==> src/rtl/vme_pkg.sv <==
// Shared widths and packed payload types for the VME read channel.
package vme_pkg;
   localparam int VME_DATA_BITS = 64;
   localparam int VME_ADDR_BITS = 32;
   localparam int VME_LEN_BITS  = 8;
   localparam int VME_TAG_BITS  = 21;
   localparam int VME_CMD_DEPTH = 4;

   typedef struct packed {
      logic [VME_ADDR_BITS-1:0] addr;
      logic [VME_LEN_BITS-1:0]  len;
      logic [VME_TAG_BITS-1:0]  tag;
   } vme_cmd_t;

   typedef struct packed {
      logic [VME_DATA_BITS-1:0] data;
      logic [VME_TAG_BITS-1:0]  tag;
      logic                     last;
   } vme_rd_beat_t;
endpackage

==> src/rtl/vme_cmd_queue.sv <==
// Generic sync FIFO; head visible the cycle after push.
// Push is dropped when full (callers gate on !full); pop is ignored when empty.
module vme_cmd_queue #(
   parameter int WIDTH = 8,
   parameter int DEPTH = 4
) (
   input  logic             clk,
   input  logic             rst_n,
   input  logic             push_vld,
   input  logic [WIDTH-1:0] push_dat,
   input  logic             pop,
   output logic [WIDTH-1:0] head_dat,
   output logic             full,
   output logic             empty
);
   localparam int PTR_W = $clog2(DEPTH);
   localparam int CNT_W = PTR_W + 1;

   logic [WIDTH-1:0] mem_q [DEPTH];
   logic [WIDTH-1:0] mem_d [DEPTH];
   logic [PTR_W-1:0] wr_ptr_q, wr_ptr_d;
   logic [PTR_W-1:0] rd_ptr_q, rd_ptr_d;
   logic [CNT_W-1:0] count_q, count_d;
   logic             do_push, do_pop;

   assign full     = (count_q == CNT_W'(DEPTH));
   assign empty    = (count_q == '0);
   assign do_push  = push_vld & ~full;
   assign do_pop   = pop & ~empty;
   assign head_dat = mem_q[rd_ptr_q];

   always_comb begin
      mem_d    = mem_q;
      wr_ptr_d = wr_ptr_q;
      rd_ptr_d = rd_ptr_q;
      count_d  = count_q;
      if (do_push) begin
         mem_d[wr_ptr_q] = push_dat;
         wr_ptr_d        = wr_ptr_q + 1'b1;
      end
      if (do_pop) begin
         rd_ptr_d = rd_ptr_q + 1'b1;
      end
      case ({do_push, do_pop})
         2'b10:   count_d = count_q + 1'b1;
         2'b01:   count_d = count_q - 1'b1;
         default: count_d = count_q;
      endcase
   end

   always_ff @(posedge clk or negedge rst_n) begin
      if (!rst_n) begin
         for (int i = 0; i < DEPTH; i++) begin
            mem_q[i] <= '0;
         end
         wr_ptr_q <= '0;
         rd_ptr_q <= '0;
         count_q  <= '0;
      end else begin
         mem_q    <= mem_d;
         wr_ptr_q <= wr_ptr_d;
         rd_ptr_q <= rd_ptr_d;
         count_q  <= count_d;
      end
   end
endmodule

==> src/rtl/vme_read_responder.sv <==
// VME read responder: queues {addr,len,tag} commands, issues one memory read per beat, returns tagged beats.
// Cmd fire to first data valid is 4 cycles; 1 beat/cycle with ready high; reads stall so the 2-entry buffer never overflows.
module vme_read_responder
   import vme_pkg::*;
#(
   parameter int DATA_BITS = VME_DATA_BITS,
   parameter int ADDR_BITS = VME_ADDR_BITS,
   parameter int LEN_BITS  = VME_LEN_BITS,
   parameter int TAG_BITS  = VME_TAG_BITS,
   parameter int CMD_DEPTH = VME_CMD_DEPTH
) (
   input  logic                 clock,
   input  logic                 reset,
   input  logic                 io_vmeCmd_valid,
   output logic                 io_vmeCmd_ready,
   input  logic [ADDR_BITS-1:0] io_vmeCmd_bits_addr,
   input  logic [LEN_BITS-1:0]  io_vmeCmd_bits_len,
   input  logic [TAG_BITS-1:0]  io_vmeCmd_bits_tag,
   output logic                 io_vmeData_valid,
   input  logic                 io_vmeData_ready,
   output logic [DATA_BITS-1:0] io_vmeData_bits_data,
   output logic [TAG_BITS-1:0]  io_vmeData_bits_tag,
   output logic                 io_vmeData_bits_last,
   output logic                 io_mem_en,
   output logic [ADDR_BITS-1:0] io_mem_addr,
   input  logic [DATA_BITS-1:0] io_mem_rdata,
   output logic                 io_busy
);
   localparam logic [0:0]           ST_IDLE    = 1'b0;
   localparam logic [0:0]           ST_BURST   = 1'b1;
   localparam logic [ADDR_BITS-1:0] BEAT_BYTES = ADDR_BITS'(DATA_BITS / 8);
   localparam logic [LEN_BITS:0]    ONE_BEAT   = (LEN_BITS + 1)'(1);

   vme_cmd_t     cmd_in, cmd_head;
   vme_rd_beat_t beat_in, beat_head;
   logic         cmd_full, cmd_empty, cmd_pop;
   logic         buf_full, buf_empty, buf_pop;
   logic [1:0]   buf_occ;
   logic         issue_ok, issue;

   logic [0:0]           state_q, state_d;
   logic [ADDR_BITS-1:0] cur_addr_q, cur_addr_d;
   logic [LEN_BITS:0]    beats_left_q, beats_left_d;
   logic [TAG_BITS-1:0]  cur_tag_q, cur_tag_d;
   logic                 inflight_q, inflight_d;
   logic [TAG_BITS-1:0]  sb_tag_q, sb_tag_d;
   logic                 sb_last_q, sb_last_d;

   always_comb begin
      cmd_in      = '0;
      cmd_in.addr = io_vmeCmd_bits_addr;
      cmd_in.len  = io_vmeCmd_bits_len;
      cmd_in.tag  = io_vmeCmd_bits_tag;
   end

   vme_cmd_queue #(.WIDTH($bits(vme_cmd_t)), .DEPTH(CMD_DEPTH)) u_cmd_q (
      .clk      (clock),
      .rst_n    (reset),
      .push_vld (io_vmeCmd_valid),
      .push_dat (cmd_in),
      .pop      (cmd_pop),
      .head_dat (cmd_head),
      .full     (cmd_full),
      .empty    (cmd_empty)
   );

   assign io_vmeCmd_ready = ~cmd_full;

   // Reserve a buffer slot for every read in flight so a returning beat always has room.
   assign buf_pop  = io_vmeData_valid & io_vmeData_ready;
   assign buf_occ  = buf_full ? 2'd2 : (buf_empty ? 2'd0 : 2'd1);
   assign issue_ok = ({1'b0, buf_occ} + {2'b00, inflight_q}) <= (3'd1 + {2'b00, buf_pop});

   always_comb begin
      state_d      = state_q;
      cur_addr_d   = cur_addr_q;
      beats_left_d = beats_left_q;
      cur_tag_d    = cur_tag_q;
      inflight_d   = 1'b0;
      sb_tag_d     = sb_tag_q;
      sb_last_d    = sb_last_q;
      cmd_pop      = 1'b0;
      issue        = 1'b0;
      case (state_q)
         ST_IDLE: begin
            if (!cmd_empty) begin
               cmd_pop      = 1'b1;
               cur_addr_d   = cmd_head.addr;
               beats_left_d = (LEN_BITS + 1)'(cmd_head.len) + 1'b1;
               cur_tag_d    = cmd_head.tag;
               state_d      = ST_BURST;
            end
         end
         ST_BURST: begin
            if (issue_ok) begin
               issue        = 1'b1;
               inflight_d   = 1'b1;
               sb_tag_d     = cur_tag_q;
               sb_last_d    = (beats_left_q == ONE_BEAT);
               cur_addr_d   = cur_addr_q + BEAT_BYTES;
               beats_left_d = beats_left_q - 1'b1;
               if (beats_left_q == ONE_BEAT) begin
                  if (!cmd_empty) begin
                     cmd_pop      = 1'b1;
                     cur_addr_d   = cmd_head.addr;
                     beats_left_d = (LEN_BITS + 1)'(cmd_head.len) + 1'b1;
                     cur_tag_d    = cmd_head.tag;
                  end else begin
                     state_d = ST_IDLE;
                  end
               end
            end
         end
         default: state_d = ST_IDLE;
      endcase
   end

   always_ff @(posedge clock or negedge reset) begin
      if (!reset) begin
         state_q      <= ST_IDLE;
         cur_addr_q   <= '0;
         beats_left_q <= '0;
         cur_tag_q    <= '0;
         inflight_q   <= 1'b0;
         sb_tag_q     <= '0;
         sb_last_q    <= 1'b0;
      end else begin
         state_q      <= state_d;
         cur_addr_q   <= cur_addr_d;
         beats_left_q <= beats_left_d;
         cur_tag_q    <= cur_tag_d;
         inflight_q   <= inflight_d;
         sb_tag_q     <= sb_tag_d;
         sb_last_q    <= sb_last_d;
      end
   end

   assign io_mem_en   = issue;
   assign io_mem_addr = issue ? cur_addr_q : '0;

   always_comb begin
      beat_in      = '0;
      beat_in.data = io_mem_rdata;
      beat_in.tag  = sb_tag_q;
      beat_in.last = sb_last_q;
   end

   vme_cmd_queue #(.WIDTH($bits(vme_rd_beat_t)), .DEPTH(2)) u_out_buf (
      .clk      (clock),
      .rst_n    (reset),
      .push_vld (inflight_q),
      .push_dat (beat_in),
      .pop      (buf_pop),
      .head_dat (beat_head),
      .full     (buf_full),
      .empty    (buf_empty)
   );

   assign io_vmeData_valid     = ~buf_empty;
   assign io_vmeData_bits_data = beat_head.data;
   assign io_vmeData_bits_tag  = beat_head.tag;
   assign io_vmeData_bits_last = beat_head.last;

   assign io_busy = ~cmd_empty | (state_q == ST_BURST) | inflight_q | ~buf_empty;
endmodule

==> config.mk <==
export PLATFORM = sky130hd
export DESIGN_NAME = vme_read_responder
export DESIGN_NICKNAME = d
export VERILOG_FILES = /design/src/rtl/vme_pkg.sv /design/src/rtl/vme_cmd_queue.sv /design/src/rtl/vme_read_responder.sv
export SDC_FILE = /design/constraint.sdc
export NUM_CORES = 1
export LEC_CHECK = 0
export CAP_MARGIN = 30
export CORE_MARGIN = 1.5
export CORE_UTILIZATION = 40
export CTS_BUF_LIST = sky130_fd_sc_hd__clkbuf_4
export CTS_CLUSTER_SIZE = 8
export DETAILED_ROUTE_END_ITERATION = 8
export HOLD_SLACK_MARGIN = 0.1
export PLACE_DENSITY = 0.64
export SYNTH_ARGS = -nofsm -noshare
export SYNTH_HDL_FRONTEND = slang
export SYNTH_SLANG_ARGS = --single-unit
==> constraint.sdc <==
create_clock -name clock -period 8.7 [get_ports clock]
set_clock_uncertainty 0.2 [all_clocks]
set_input_delay 2.175 -clock clock [delete_from_list [all_inputs] [get_ports clock]]
set_output_delay 2.175 -clock clock [all_outputs]
set_load 0.005 [all_outputs]
# [Yosys cells after proc, flatten, opt, wreduce, memory -nomap -nowiden]
# Index checks and enable logic that the tools add are counted.
[word_totals] out_inout_bits=122 ff_bits=513 latch_bits=0 memories=0 input_bits=129 romBits=0 mem_bits_rw=0 word_cells=115
[op_classes] n_lt_le_gt_ge=7 mux=40 eq_ne=10 div=0 bitwise_logic=17 n_reduce_logical=9 shifts=0 addsub=13 multipliers=0
[ops] cell="two-way mux 86 bit" count=4
[ops] cell="bitwise mux 244 bit" count=1
[ops] cell="two-way mux 61 bit" count=3
[ops] cell="bitwise mux 172 bit" count=1
[ops] cell="two-way mux 32 bit" count=5
[ops] cell="binary-select mux 61 bit (select 2 bit)" count=1
[ops] cell="demux 61 bit (select 2 bit)" count=1
[ops] cell="demux 86 bit (select 1 bit)" count=1
[ops] cell="one-hot mux 32 bit (2 select lines)" count=1
[ops] cell="two-way mux 21 bit" count=3
[ops] cell="one-hot mux 21 bit (2 select lines)" count=1
[ops] cell="two-way mux 9 bit" count=4
[ops] cell="adder 32 x 4 -> 32 bit (second input constant)" count=1
[ops] cell="one-hot mux 9 bit (2 select lines)" count=1
[ops] cell="adder 8 x 1 -> 9 bit (second input constant)" count=1
[ops] cell="equality test 9 x 1 -> 1 bit (second input constant)" count=1
[ops] cell="subtractor 9 x 1 -> 9 bit (second input constant)" count=1
[ops] cell="two-way mux 1 bit" count=8
[ops] cell="adder 2 x 1 -> 2 bit (second input constant)" count=3
[ops] cell="equality test 2 bit (second input constant)" count=3
[ops] cell=">= comparator 3 bit (second input constant)" count=2
[ops] cell="inverter 2 -> 3 bit" count=2
[ops] cell="one-hot mux 3 bit (2 select lines)" count=1
[ops] cell="AND reduction 2 bit" count=3
[ops] cell="25 further kinds" count=43

# [Longest topological paths before layout]
[depth] depth_word=10 mapped_depth=14 depth_no_buf=13

# [By module]
# A second synthesis with hierarchy kept.
[hier_totals] cells_unflattened=1656 hier_area_um2=23257.3
[by_module_without_submodules] mod="vme_cmd_queue at u_cmd_q" instances=1 area_per_inst_um2=11039.3 seq_area_each_um2=6281.0 cells_each=627
[by_module_without_submodules] mod="vme_cmd_queue at u_out_buf" instances=1 area_per_inst_um2=7611.0 seq_area_each_um2=4404.2 cells_each=477
[by_module_without_submodules] mod="vme_read_responder" instances=1 area_per_inst_um2=4606.9 seq_area_each_um2=2152.1 cells_each=552

# [Least setup slack after synthesis]
# Ideal clock, no wire load.
[synth_timing] path_kind="input to output" start="in io_vmeData_ready" end="out io_mem_addr[12]" t_required_ns=6.325 slack_ns=2.429 path_buffers=1 cell_stages=7 arrival_ns=3.896 cell_sequence="nand2_1 -> fa_1 -> nor3b_1 -> o21ai_1 -> nand2_1 -> clkbuf_1 -> nor2_1"
[synth_via] elab_chain_cells=6
[synth_rtl] item="start: declaration" line="vme_read_responder.sv:20" text="input logic io_vmeData_ready,"
[synth_rtl] item="AND 1 bit" line="vme_read_responder.sv:70" text="assign buf_pop = io_vmeData_valid & io_vmeData_ready;"
[synth_rtl] item="adder 1 x 1 -> 2 bit" line="vme_read_responder.sv:72" text="assign issue_ok = ({1'b0, buf_occ} + {2'b00, inflight_q}) <= (3'd1 + {2'b00, buf_pop});"
[synth_rtl] item="<= comparator 3 x 2 -> 1 bit" line="vme_read_responder.sv:72"
[synth_rtl] item="two-way mux 1 bit" line="vme_read_responder.sv:95" text="if (issue_ok) begin"
[synth_rtl] item="two-way mux 1 bit" line="vme_read_responder.sv:84" text="case (state_q)"
[synth_rtl] item="two-way mux 32 bit" line="vme_read_responder.sv:139" text="assign io_mem_addr = issue ? cur_addr_q : '0;"
[synth_rtl] item="end: declaration" line="vme_read_responder.sv:25" text="output logic [ADDR_BITS-1:0] io_mem_addr,"
# Every way passes these cells.

# [Final worst setup path]
[layout_timing] start="in io_vmeData_ready" end="out io_mem_addr[31]"
# The elaborated chain is that of the path after synthesis.

==> flow_summary.json <==
{
  "status": "finished clean",
  "seq_area_frac_synth_pct": 55.96,
  "rrSetupSlack_ns": 4.72,
  "hold_depth": 2,
  "crit_path_end_kind": "output port",
  "dieArea_um2": 58790,
  "worstPathRequired_ns": 6.33,
  "critPathKind": "in -> out",
  "async_reset_ff_share_pct": 100.0,
  "r2r_cells": 13,
  "finalSetupTns_ns": 0,
  "drt-initial-drc-count": 729,
  "path_clk_slew_ns": 0.06,
  "cts_setup_buffers": 0,
  "path_max_fanout": 32,
  "hold_viol_final": 0,
  "cts_resized": 0,
  "final_nets": 2109,
  "layout_common_cells": "dfrtp_1 (510), mux2_2 (502), clkdlybuf4s50_1 (249), clkbuf_4 (201), nand2_1 (161)",
  "finalSetupViolCount": 0,
  "max_cap_viol_count": 0,
  "rsz0062_at_grt": "no",
  "p_leak_nw": 12.12,
  "max-vdd-ir-drop_mv": 0.2463,
  "power_density_nw_per_um2": 405.5,
  "drc": 0,
  "yosysWarnings": 0,
  "ys_seq_elements": 513,
  "grt_overflow": 0,
  "hold_start": "cur_tag_q[19]",
  "drtPass1Iterations": 5,
  "synthToLayoutAreaGrowth_pct": 21.60,
  "synth-edff-count": 0,
  "synth_fp_nets": 1794,
  "arrival_ns": 5.10,
  "ctsHtreeMaxLevel": 4,
  "clockBufferDepth": 3,
  "via_per_inst": 5.261,
  "gp_congestion": 0.7782,
  "synth_flop_cell": "dfrtp_1",
  "portBuffers": 250,
  "hold_slack_ns": 0.2644,
  "rr_endpoint": "u_cmd_q.count_q[2]",
  "track_usage_pct": 19.19,
  "drt-total-wl_um": 54810,
  "grt_max_degree": 197,
  "dp_hpwl_um": 33860,
  "drive_gt1_share_pct": 39.95,
  "tightest_slew_ns": 1.113,
  "die_w_um": 242.5,
  "reg2reg_from": "u_out_buf.count_q[0]",
  "crit_path_start_kind": "input port",
  "synth_area_um2": 22940,
  "hold_end": "sb_tag_q[19]",
  "placementRows": 87,
  "cts_tree": "yes",
  "first_global_vias": 15950,
  "ys_types": 64,
  "antenna_left": 0,
  "synth_cells": 1650,
  "start_util_pct": 40.60,
  "antenna_found_initial": 5,
  "root_buffer": "clkbuf_4",
  "min_period_ns": 7.471,
  "cts_sinks": 513,
  "die_y_um": 242.5,
  "cts_hold_buf": 0,
  "hp-class": "reg -> reg",
  "fin_crit_sh_pct": 85.87,
  "fillCellCount": 4938,
  "fmax_mhz": 133.9,
  "wl_per_cell_um": 19.44,
  "final_common_cell": "dfrtp_1",
  "clkLatencyLatePin_ns": 0.96,
  "cts_inserted_buffers": 140,
  "ios": 251,
  "drv_slew": 0,
  "grt_pass1_wl_um": 88640,
  "syn_avg_cell_area_um2": 13.90,
  "slew_headroom_pct": 25.78,
  "coreArea_um2": 56500,
  "vias": 14830
}
==> synthesized netlist by cell type (4+ instances only) <==
library cell | count | area share, %
nor3_1 | 7 | 0.15
buf_1 | 34 | 0.56
mux4_2 | 61 | 6.0
nand3_1 | 21 | 0.46
o21ai_1 | 14 | 0.31
xor2_1 | 4 | 0.15
inv_1 | 20 | 0.33
nor4_1 | 4 | 0.11
and2_1 | 5 | 0.14
clkbuf_1 | 39 | 0.64
a21oi_1 | 28 | 0.61
ha_1 | 13 | 0.71
buf_2 | 20 | 0.44
nor2_1 | 36 | 0.59
o22a_1 | 5 | 0.19
buf_4 | 4 | 0.13
nand2_1 | 165 | 2.7
nand4_1 | 13 | 0.35
o21ai_0 | 14 | 0.31
xnor2_1 | 12 | 0.46
a311oi_1 | 4 | 0.15
dfrtp_1 | 513 | 56
and3_1 | 35 | 0.95
or3_1 | 9 | 0.25
mux2_2 | 502 | 25
a31oi_1 | 8 | 0.22
==> stage by stage <==
stage / cells / util [%] / setup WS, ns / instance area (µm²) / power (W)
3_3_place_gp: 2577 / 46.34 / 1.294 / 26180 / 0.009124
5_1_grt: 2819 / 49.38 / 1.019 / 27900 / 0.01211
6_report: 2819 / 49.38 / 1.229 / 27900 / 0.01131
2_1_floorplan: 1650 / - / 2.429 / 22940 / 0.007348
4_1_cts: 2810 / 49.33 / 1.232 / 27870 / 0.01148
3_5_place_dp: 2578 / 46.38 / 1.259 / 26200 / 0.009326
==> area by class of cell <==
| type | count | area [µm²] | share of cell area [%] |
|---|---|---|---|
| flip-flops and latches | 513 | 12850 | 46.05 |
| multi-input cells | 1016 | 9619 | 34.48 |
| repair buffers | 273 | 2715 | 9.733 |
| clock buffers | 201 | 1509 | 5.409 |
| well taps | 756 | 945.9 | 3.391 |
| clock inverters | 31 | 161.4 | 0.5786 |
| inverters | 21 | 78.83 | 0.2826 |
| diodes | 8 | 20.02 | 0.07176 |
==> report_power, final <==
group	total (W)	internal (W)	leakage, nW	switching (W)
Clock	0.00208	0.00108	1.01	0.000994
Sequential	0.00428	0.00355	6.24	0.000727
Combinational	0.00496	0.00285	4.87	0.00211
Total	0.0113	0.00748	12.1	0.00383
==> sequential cells by signal, indices dropped and copies added (netlist names) <==
signal              count
cur_tag_q              21
inflight_q              1
cur_addr_q             32
u_out_buf.wr_ptr_q      1
state_q                 1
sb_tag_q               21
u_out_buf.mem_q       172
u_out_buf.count_q       2
u_cmd_q.count_q         3
u_out_buf.rd_ptr_q      1
sb_last_q               1
u_cmd_q.rd_ptr_q        2
u_cmd_q.mem_q         244
beats_left_q            9
u_cmd_q.wr_ptr_q        2
==> critical path, cell delays in order <==
cell             delay [ns]
clkdlybuf4s50_1        0.46
nand2_1                0.15
fa_1                   0.59
nor3b_1                0.41
o21ai_2                0.08
buf_4                  0.24
nand2_1                0.13
buf_4                  0.32
nor2_1                 0.09
clkdlybuf4s50_1        0.45
==> cell families (layout without fill, tap and decap cells) <==
| family | Yosys count | count (layout) | share of synthesized area [%] |
|---|---|---|---|
| XOR/XNOR | 16 | 16 | 0.6109 |
| AND/OR/NAND/NOR | 309 | 309 | 6.240 |
| buffers and inverters | 121 | 526 | 2.253 |
| adder cells (fa/ha/maj) | 15 | 15 | 0.8836 |
| other | 0 | 8 | 0 |
| multiplexers | 564 | 564 | 30.68 |
| flip-flops | 513 | 513 | 55.96 |
| AO/OA/AOI/OAI | 112 | 112 | 3.376 |
==> routing by layer <==
layer / up-vias / routed length [µm] / global-route usage, %
met4: 4 / 1387 / 8.971
met1: 7598 / 24460 / 25.02
li1: 6708 / - / -
met2: 414 / 25730 / 29.93
met5: - / 30 / 0
met3: 108 / 3202 / 4.996
==> worst max-delay path by stage <==
stage / start / to / slack [ns]
3_5_place_dp: io_vmeData_ready / io_mem_addr[31] / 1.26
3_3_place_gp: io_vmeData_ready / io_mem_addr[12] / 1.29
2_1_floorplan: io_vmeData_ready / io_mem_addr[12] / 2.43
5_1_grt: io_vmeData_ready / io_mem_addr[30] / 1.02
4_1_cts: io_vmeData_ready / io_mem_addr[31] / 1.23
6_report: io_vmeData_ready / io_mem_addr[31] / 1.23
(Power assumes the default switching activity.)
